[src/rtl/seq_divider.sv]
// Sequential restoring divider: a 2N-bit dividend by an N-bit divisor, one quotient bit per clock.
// A zero divisor short-circuits the iterations and reports a saturated quotient.
module seq_divider #(
    parameter int N = 8
) (
    input  logic             i_clk,
    input  logic             i_reset_n,
    input  logic             i_start,
    input  logic [2*N-1:0]   i_dividend,
    input  logic [N-1:0]     i_divisor,
    output logic [2*N-1:0]   o_quotient,
    output logic [N-1:0]     o_remainder,
    output logic             o_busy,
    output logic             o_done,
    output logic             o_div_by_zero
);

    localparam int CW = (2 * N > 1) ? $clog2(2 * N) : 1;
    localparam logic [CW-1:0] LAST_CNT = CW'(2 * N - 1);

    typedef enum logic [1:0] {
        ST_IDLE = 2'd0,
        ST_RUN  = 2'd1,
        ST_DONE = 2'd2
    } state_t;

    state_t           state_r, state_nxt_s;
    logic [2*N-1:0]   dvd_r, dvd_nxt_s;
    logic [N-1:0]     dsr_r, dsr_nxt_s;
    logic [N:0]       prem_r, prem_nxt_s;
    logic [CW-1:0]    cnt_r, cnt_nxt_s;
    logic             zdiv_r, zdiv_nxt_s;
    logic [2*N-1:0]   quo_r, quo_nxt_s;
    logic [N-1:0]     rem_r, rem_nxt_s;
    logic             busy_r, busy_nxt_s;
    logic             done_r, done_nxt_s;
    logic             dbz_r, dbz_nxt_s;

    logic [N+1:0]     shift_s;
    logic             ge_s;
    logic [N:0]       diff_s;
    logic [N:0]       rem_new_s;
    logic [2*N-1:0]   quo_new_s;

    // One restoring-division step; dvd_r shifts out dividend bits and shifts in quotient bits.
    always_comb begin
        shift_s   = {prem_r, dvd_r[2*N-1]};
        ge_s      = (shift_s >= {2'b00, dsr_r});
        diff_s    = shift_s[N:0] - {1'b0, dsr_r};
        quo_new_s = {dvd_r[2*N-2:0], ge_s};
        if (ge_s) begin
            rem_new_s = diff_s;
        end else begin
            rem_new_s = shift_s[N:0];
        end
    end

    // Next-state and next-value logic for the controller and datapath.
    always_comb begin
        state_nxt_s = state_r;
        dvd_nxt_s   = dvd_r;
        dsr_nxt_s   = dsr_r;
        prem_nxt_s  = prem_r;
        cnt_nxt_s   = cnt_r;
        zdiv_nxt_s  = zdiv_r;
        quo_nxt_s   = quo_r;
        rem_nxt_s   = rem_r;
        dbz_nxt_s   = dbz_r;
        done_nxt_s  = 1'b0;

        case (state_r)
            ST_IDLE: begin
                if (i_start) begin
                    dvd_nxt_s   = i_dividend;
                    dsr_nxt_s   = i_divisor;
                    prem_nxt_s  = {(N+1){1'b0}};
                    cnt_nxt_s   = {CW{1'b0}};
                    zdiv_nxt_s  = (i_divisor == {N{1'b0}});
                    state_nxt_s = ST_RUN;
                    if (i_divisor != {N{1'b0}}) begin
                        dbz_nxt_s = 1'b0;
                    end else begin
                        dbz_nxt_s = dbz_r;
                    end
                end else begin
                    state_nxt_s = ST_IDLE;
                end
            end
            ST_RUN: begin
                if (zdiv_r) begin
                    // Zero divisor: finish on the first RUN edge with the saturated result.
                    quo_nxt_s   = {(2*N){1'b1}};
                    rem_nxt_s   = dvd_r[N-1:0];
                    dbz_nxt_s   = 1'b1;
                    done_nxt_s  = 1'b1;
                    state_nxt_s = ST_DONE;
                end else begin
                    dvd_nxt_s  = quo_new_s;
                    prem_nxt_s = rem_new_s;
                    cnt_nxt_s  = cnt_r + CW'(1);
                    if (cnt_r == LAST_CNT) begin
                        quo_nxt_s   = quo_new_s;
                        rem_nxt_s   = rem_new_s[N-1:0];
                        done_nxt_s  = 1'b1;
                        state_nxt_s = ST_DONE;
                    end else begin
                        state_nxt_s = ST_RUN;
                    end
                end
            end
            ST_DONE: begin
                state_nxt_s = ST_IDLE;
            end
            default: begin
                state_nxt_s = ST_IDLE;
            end
        endcase

        busy_nxt_s = (state_nxt_s != ST_IDLE);
    end

    // State and datapath registers with asynchronous clear.
    always_ff @(posedge i_clk or negedge i_reset_n) begin
        if (!i_reset_n) begin
            state_r <= ST_IDLE;
            dvd_r   <= {(2*N){1'b0}};
            dsr_r   <= {N{1'b0}};
            prem_r  <= {(N+1){1'b0}};
            cnt_r   <= {CW{1'b0}};
            zdiv_r  <= 1'b0;
            quo_r   <= {(2*N){1'b0}};
            rem_r   <= {N{1'b0}};
            busy_r  <= 1'b0;
            done_r  <= 1'b0;
            dbz_r   <= 1'b0;
        end else begin
            state_r <= state_nxt_s;
            dvd_r   <= dvd_nxt_s;
            dsr_r   <= dsr_nxt_s;
            prem_r  <= prem_nxt_s;
            cnt_r   <= cnt_nxt_s;
            zdiv_r  <= zdiv_nxt_s;
            quo_r   <= quo_nxt_s;
            rem_r   <= rem_nxt_s;
            busy_r  <= busy_nxt_s;
            done_r  <= done_nxt_s;
            dbz_r   <= dbz_nxt_s;
        end
    end

    assign o_quotient    = quo_r;
    assign o_remainder   = rem_r;
    assign o_busy        = busy_r;
    assign o_done        = done_r;
    assign o_div_by_zero = dbz_r;

endmodule
[config.mk]
export PLATFORM = sky130hd
export DESIGN_NAME = seq_divider
export DESIGN_NICKNAME = d
export VERILOG_FILES = /design/src/rtl/seq_divider.sv
export SDC_FILE = /design/constraint.sdc
export NUM_CORES = 1
export LEC_CHECK = 0
export BUFFER_PORTS_ARGS = -buffer_cell sky130_fd_sc_hd__buf_2
export CORE_MARGIN = 3
export CORE_UTILIZATION = 61
export CTS_CLUSTER_DIAMETER = 150
export DETAILED_ROUTE_END_ITERATION = 12
export PLACE_DENSITY = 0.85
export SLEW_MARGIN = 20
export SYNTH_ARGS = -nofsm -noshare
export SYNTH_HDL_FRONTEND = slang
export SYNTH_SLANG_ARGS = --single-unit
[constraint.sdc]
create_clock -name i_clk -period 4.1 [get_ports i_clk]
set_input_delay 0.615 -clock i_clk [delete_from_list [all_inputs] [get_ports i_clk]]
set_output_delay 0.615 -clock i_clk [all_outputs]
set_load 0.02 [all_outputs]
== Word level (Yosys, flattened, before mapping) ==
Index checks and enable logic that the tools add are counted.
Storage, ports and cells
  ROM bits: 0
  latch bits: 0
  memories: 0
  logic and storage cells: 55
  bits of input ports: 27
  register bits: 67
  bits in writable memories: 0
  output and inout bits: 27
Cells by class
  shift operators: 0
  equal/unequal tests: 6
  reduce and logical (&&, ||, !) cells: 10
  multiplexer cells: 25
  $lt $le $gt $ge: 1
  div/mod/pow operators: 0
  multiply operators: 0
  $add $sub $neg: 2
  bitwise gates (word level): 0
Operator list (count)
  $mux 16: 4
  $pmux 16 s2: 1
  $mux 9: 3
  $pmux 9 s2: 1
  $mux 8: 2
  $ge 10x8->1: 1
  $sub 9x8->9: 1
  $logic_not 8->1: 1
  $mux 4: 2
  $ne 2x2->1 const B: 4
  $pmux 4 s2: 1
  $reduce_bool 8->1: 1
  $mux 1: 7
  $reduce_bool 2->1: 3
  $add 4x1->4 const B: 1
  $eq 4x4->1 const B: 1
  $mux 2: 2
  $pmux 2 s2: 1
  $reduce_and 2->1: 2
  $reduce_and 4->1: 1
  $reduce_and 3->1: 1
  $eq 2x1->1 const B: 1
  $logic_not 2->1: 1
  $pmux 1 s2: 1

== Longest topological paths before layout ==
  depth after elaboration: 5
  mapped depth: 10

== Worst setup path before layout ==
Ideal clock, no wire load.
  path type: register -> register
  from: register dvd_r[15]
  to: register quo_r[0] (netlist: o_quotient[0])
  buffers on the path: 1
  data arrival time: 2202 ps
  clock period less this slack: 2323 ps
  path slack: 1777 ps
  stages on the path, launching flop included: 11
  cell sequence: dfrtp_1 > inv_1 > ha_1 > inv_1 > fa_1 > nand3_1 > a21boi_1 > or4_4 > buf_6 > o22a_1 > o22a_1
Between the ends
  longest elaborated chain between the ends: 3
RTL lines
  from (decl): RTL line 28  | logic [2*N-1:0] dvd_r, dvd_nxt_s;
  from (signal assigned): RTL line 126  | dvd_r <= {(2*N){1'b0}};
  from (signal assigned): RTL line 138  | dvd_r <= dvd_nxt_s;
  $ge 10x8->1: RTL line 48  | ge_s = (shift_s >= {2'b00, dsr_r});
  $mux 16: RTL line 101  | if (cnt_r == LAST_CNT) begin
  $mux 16: RTL line 90  | if (zdiv_r) begin
  to (signal assigned): RTL line 131  | quo_r <= {(2*N){1'b0}};
  to (signal assigned): RTL line 143  | quo_r <= quo_nxt_s;
  to (decl): RTL line 33  | logic [2*N-1:0] quo_r, quo_nxt_s;
Every way passes these cells. The select of a mux whose other input is x is not followed.
A chain may end at the register's enable or synchronous reset.

== Worst setup path after layout ==
  from: register state_r[1]
  to: register dvd_r[0]
Between the ends
  longest elaborated chain between the ends: 3
  elaborated cells on any way between the ends: 7
  those cells by class: eq/ne: 3; mux: 1; reduce/logical: 3
RTL lines
  from (decl): RTL line 27  | state_t state_r, state_nxt_s;
  from (signal assigned): RTL line 137  | state_r <= state_nxt_s;
  $eq 2x1->1 or $logic_not 2->1 (tied branches): RTL line 71  | case (state_r)
  $ne 2x2->1 (no line) or $reduce_bool 2->1 (tied branches)
  $reduce_and 3->1 (no line)
Parallel ways exist; a longest one is shown, timed or not.

==> impl_results.md <==
- IO Count: 54
- Final setup vio count: 0
- Pin count of the biggest net entering global routing: 45
- CTS tree: yes
- Ratio of cells with drive above 1 in the final layout: 19.55%
- Crit. End Element: register
- Max IR drop VDD: 0.4750 mV
- Routability Congestion: 0.8305
- Syn avg cell area: 9.588 um2
- Post-Syn Instances: 347
- Full die area: 0.006376 mm2
- # fillers: 376
- HPWL after DPL: 5.403 mm
- Hold Crit Class: in -> async
- Non-filler cells in the finished layout: 469
- Worst Tran Pin Value: 1.046 ns
- Vias after detailed routing: 2,861
- P per Cell Area: 962.1 mW/mm2
- Core Footprint: 0.005205 mm2
- Clock Latency Late Sink: 0.34 ns
- Slew margin rel.: 30.09%
- Slew Limit Fails: 0
- Synth area leader: dfrtp_1
- Setup crit start kind: register
- H-tree Lvls: 3
- Via density per instance: 6.100
- Clk sinks: 67
- Routed wire length: 7.902 mm
- Fmax: 0.3944 GHz
- Hold buffers post-CTS: 0
- CTS max path bufs: 2
- Synth Flop Type: dfrtp_1
- Top post-synthesis cells by area: dfrtp_1, o22a_1, nand2_1, o21ai_0, nor2_1
- Gr ovfl total: 0
- # port buffers: 53
- Leakage power: 1.846 nW
- First-pass GRT wire length: 12.96 mm
- Final min period: 2.535 ns
- Async S/R FF share, synth: 100.0%
- CP Class: reg -> reg
- Iteration-0 DRC Markers: 208
- Area growth syn-to-layout: 16.25%
- Syn Nets: 384
- Initial Utilization: 63.92%
- Worst-path maximum fanout: 36
- Final hold viol count: 0
- Count leader, synth: dfrtp_1
- DIE WIDTH: 79.85 um
- Wire length per cell: 16.85 um
- Root Driver: clkbuf_8
- Internal power: 2.140 mW
- CTS resizes: 0
- CP Data Required Time: 4.37 ns
- Num rows: 26
- R2R depth: 6
- Logic pwr share: 49.5%
- Cells after DPL: 453
- Syn. warnings: 0
- Seq/Total Area, Yosys: 50.39%
- Top cell type's share of synthesized area: 50.39%
- Layout Nets: 431
- TritonCTS buffer count: 9
- Post-synth EDFFs: 0
- Post-CTS setup buffer count: 0
- Setup TNS: 0 ns
- Synth top cells by count: dfrtp_1, nand2_1, nor2_1, o22a_1, o21ai_0
- Final worst path period share: 61.84%
- Number of global-route vias before repair: 2,632
- Clk_skew: 0.007757 ns
- Diodes inserted: 0
- Clock power frac: 18.4%
- DRC: 0
- Global-route total usage across every layer: 26.70%
- Critical path arrival: 2.80 ns
- Net Sw Frac: 42.48%
- ANT nets after route: 0
- #FFs+latches synth: 67
- Register clock-pin slew on the reported worst setup and hold paths: 0.08 ns
- Flop pwr share: 32.1%
- Syn Std Cell Area: 0.003327 mm2
- Die H: 79.85 um
- Initial antenna violation count: 0
- RSZ-0062 raised after global routing: false
- Library cells used by synthesis: 45
- Status: finished, final reports clean
- Net switching power: 1.581 mW
- DR pass1 iterations: 5
- # Max-Cap Violations: 0
## power groups by stage
stage | Combinational, mW | Clock (mW) | Sequential [mW]
6_report | 1.84 | 0.684 | 1.19
4_1_cts | 1.84 | 0.688 | 1.19
3_3_place_gp | 1.75 | 0 | 1.19
2_1_floorplan | 1.31 | 0 | 1.26
5_1_grt | 2.03 | 0.719 | 1.23
3_5_place_dp | 1.83 | 0 | 1.20
## cell usage in the layout (no fill, tap or decap), types with 4 or more instances in the layout
master,synthesis,routed
buf_2,0,53
clkbuf_8,0,10
nand2_1,64,64
nor2_1,32,32
inv_1,9,9
o22ai_1,8,8
and2_1,4,4
mux2i_1,6,6
dfrtp_1,67,67
ha_1,9,9
buf_4,0,4
a21oi_1,10,10
o21ai_0,25,25
a31oi_1,18,18
o22a_1,32,32
## through the flow
step	hold WS, ns	total power [mW]	worst slack (ns)	utilization, %	cell area [um2]
3_3_place_gp	0.4574	2.944	1.662	69.52	3618
2_1_floorplan	0.3194	2.574	1.777	-	3327
4_1_cts	0.4542	3.714	1.566	74.30	3867
3_5_place_dp	0.4924	3.029	1.612	69.52	3618
6_report	0.4255	3.721	1.565	74.30	3867
5_1_grt	0.4925	3.980	1.295	74.30	3867
## registers in the layout (all words and copies together) (netlist names)
| signal | flops |
|---|---|
| o_quotient | 16 |
| zdiv_r | 1 |
| o_done | 1 |
| o_remainder | 8 |
| dsr_r | 8 |
| dvd_r | 16 |
| cnt_r | 4 |
| prem_r | 9 |
| state_r | 2 |
| o_busy | 1 |
| o_div_by_zero | 1 |
## worst paths after layout
kind	startpoint	slack, ns	to
hold reg to reg	cnt_r[0]	0.50	cnt_r[0]
hold / removal	i_reset_n	0.43	o_div_by_zero
setup reg to reg	state_r[1]	1.56	dvd_r[0]
max in group asynchronous	i_reset_n	2.80	prem_r[7]
setup / recovery	state_r[1]	1.56	dvd_r[0]
min in group i_clk	i_divisor[0]	0.48	dsr_r[0]
## cells by family (layout without fill, tap and decap cells)
logic type / count (synthesis) / count (layout) / share of synthesized area, %
adders and majority gates: 10 / 10 / 3.987
muxes: 7 / 7 / 2.144
DFF: 67 / 67 / 50.39
AOI/OAI and AO/OA: 106 / 106 / 21.63
buffers and inverters: 30 / 82 / 3.836
xor gates and xnor gates: 4 / 4 / 1.053
and+or+nand+nor: 123 / 123 / 16.96
## critical path, cell delays in order (launching register included)
cell and delay, ns:
dfrtp_1 0.40, nor2b_2 0.11, buf_4 0.35, nand2b_1 0.32, nand2_1 0.86, o21ai_0 0.22
o21ai_0 0.20
## per-layer routing
metal	GRT usage (%)	share of wire, %	up-vias
met5	0	0	-
met4	10.98	1.6	0
met3	5.079	6.8	11
met2	39.48	47	123
met1	38.70	45	1375
li1	-	-	1352
## final cells by class
cell class,instances,area [um2],share of cell area (%)
timing repair buffer,57,295.3,7.635
tap,70,87.58,2.265
clock buffer,10,137.6,3.559
inverter,9,33.78,0.8735
clock inverter,6,111.4,2.879
multi-input combinational,250,1525,39.44
sequential,67,1677,43.35
No activity file was read; power rests on OpenSTA's default activity.
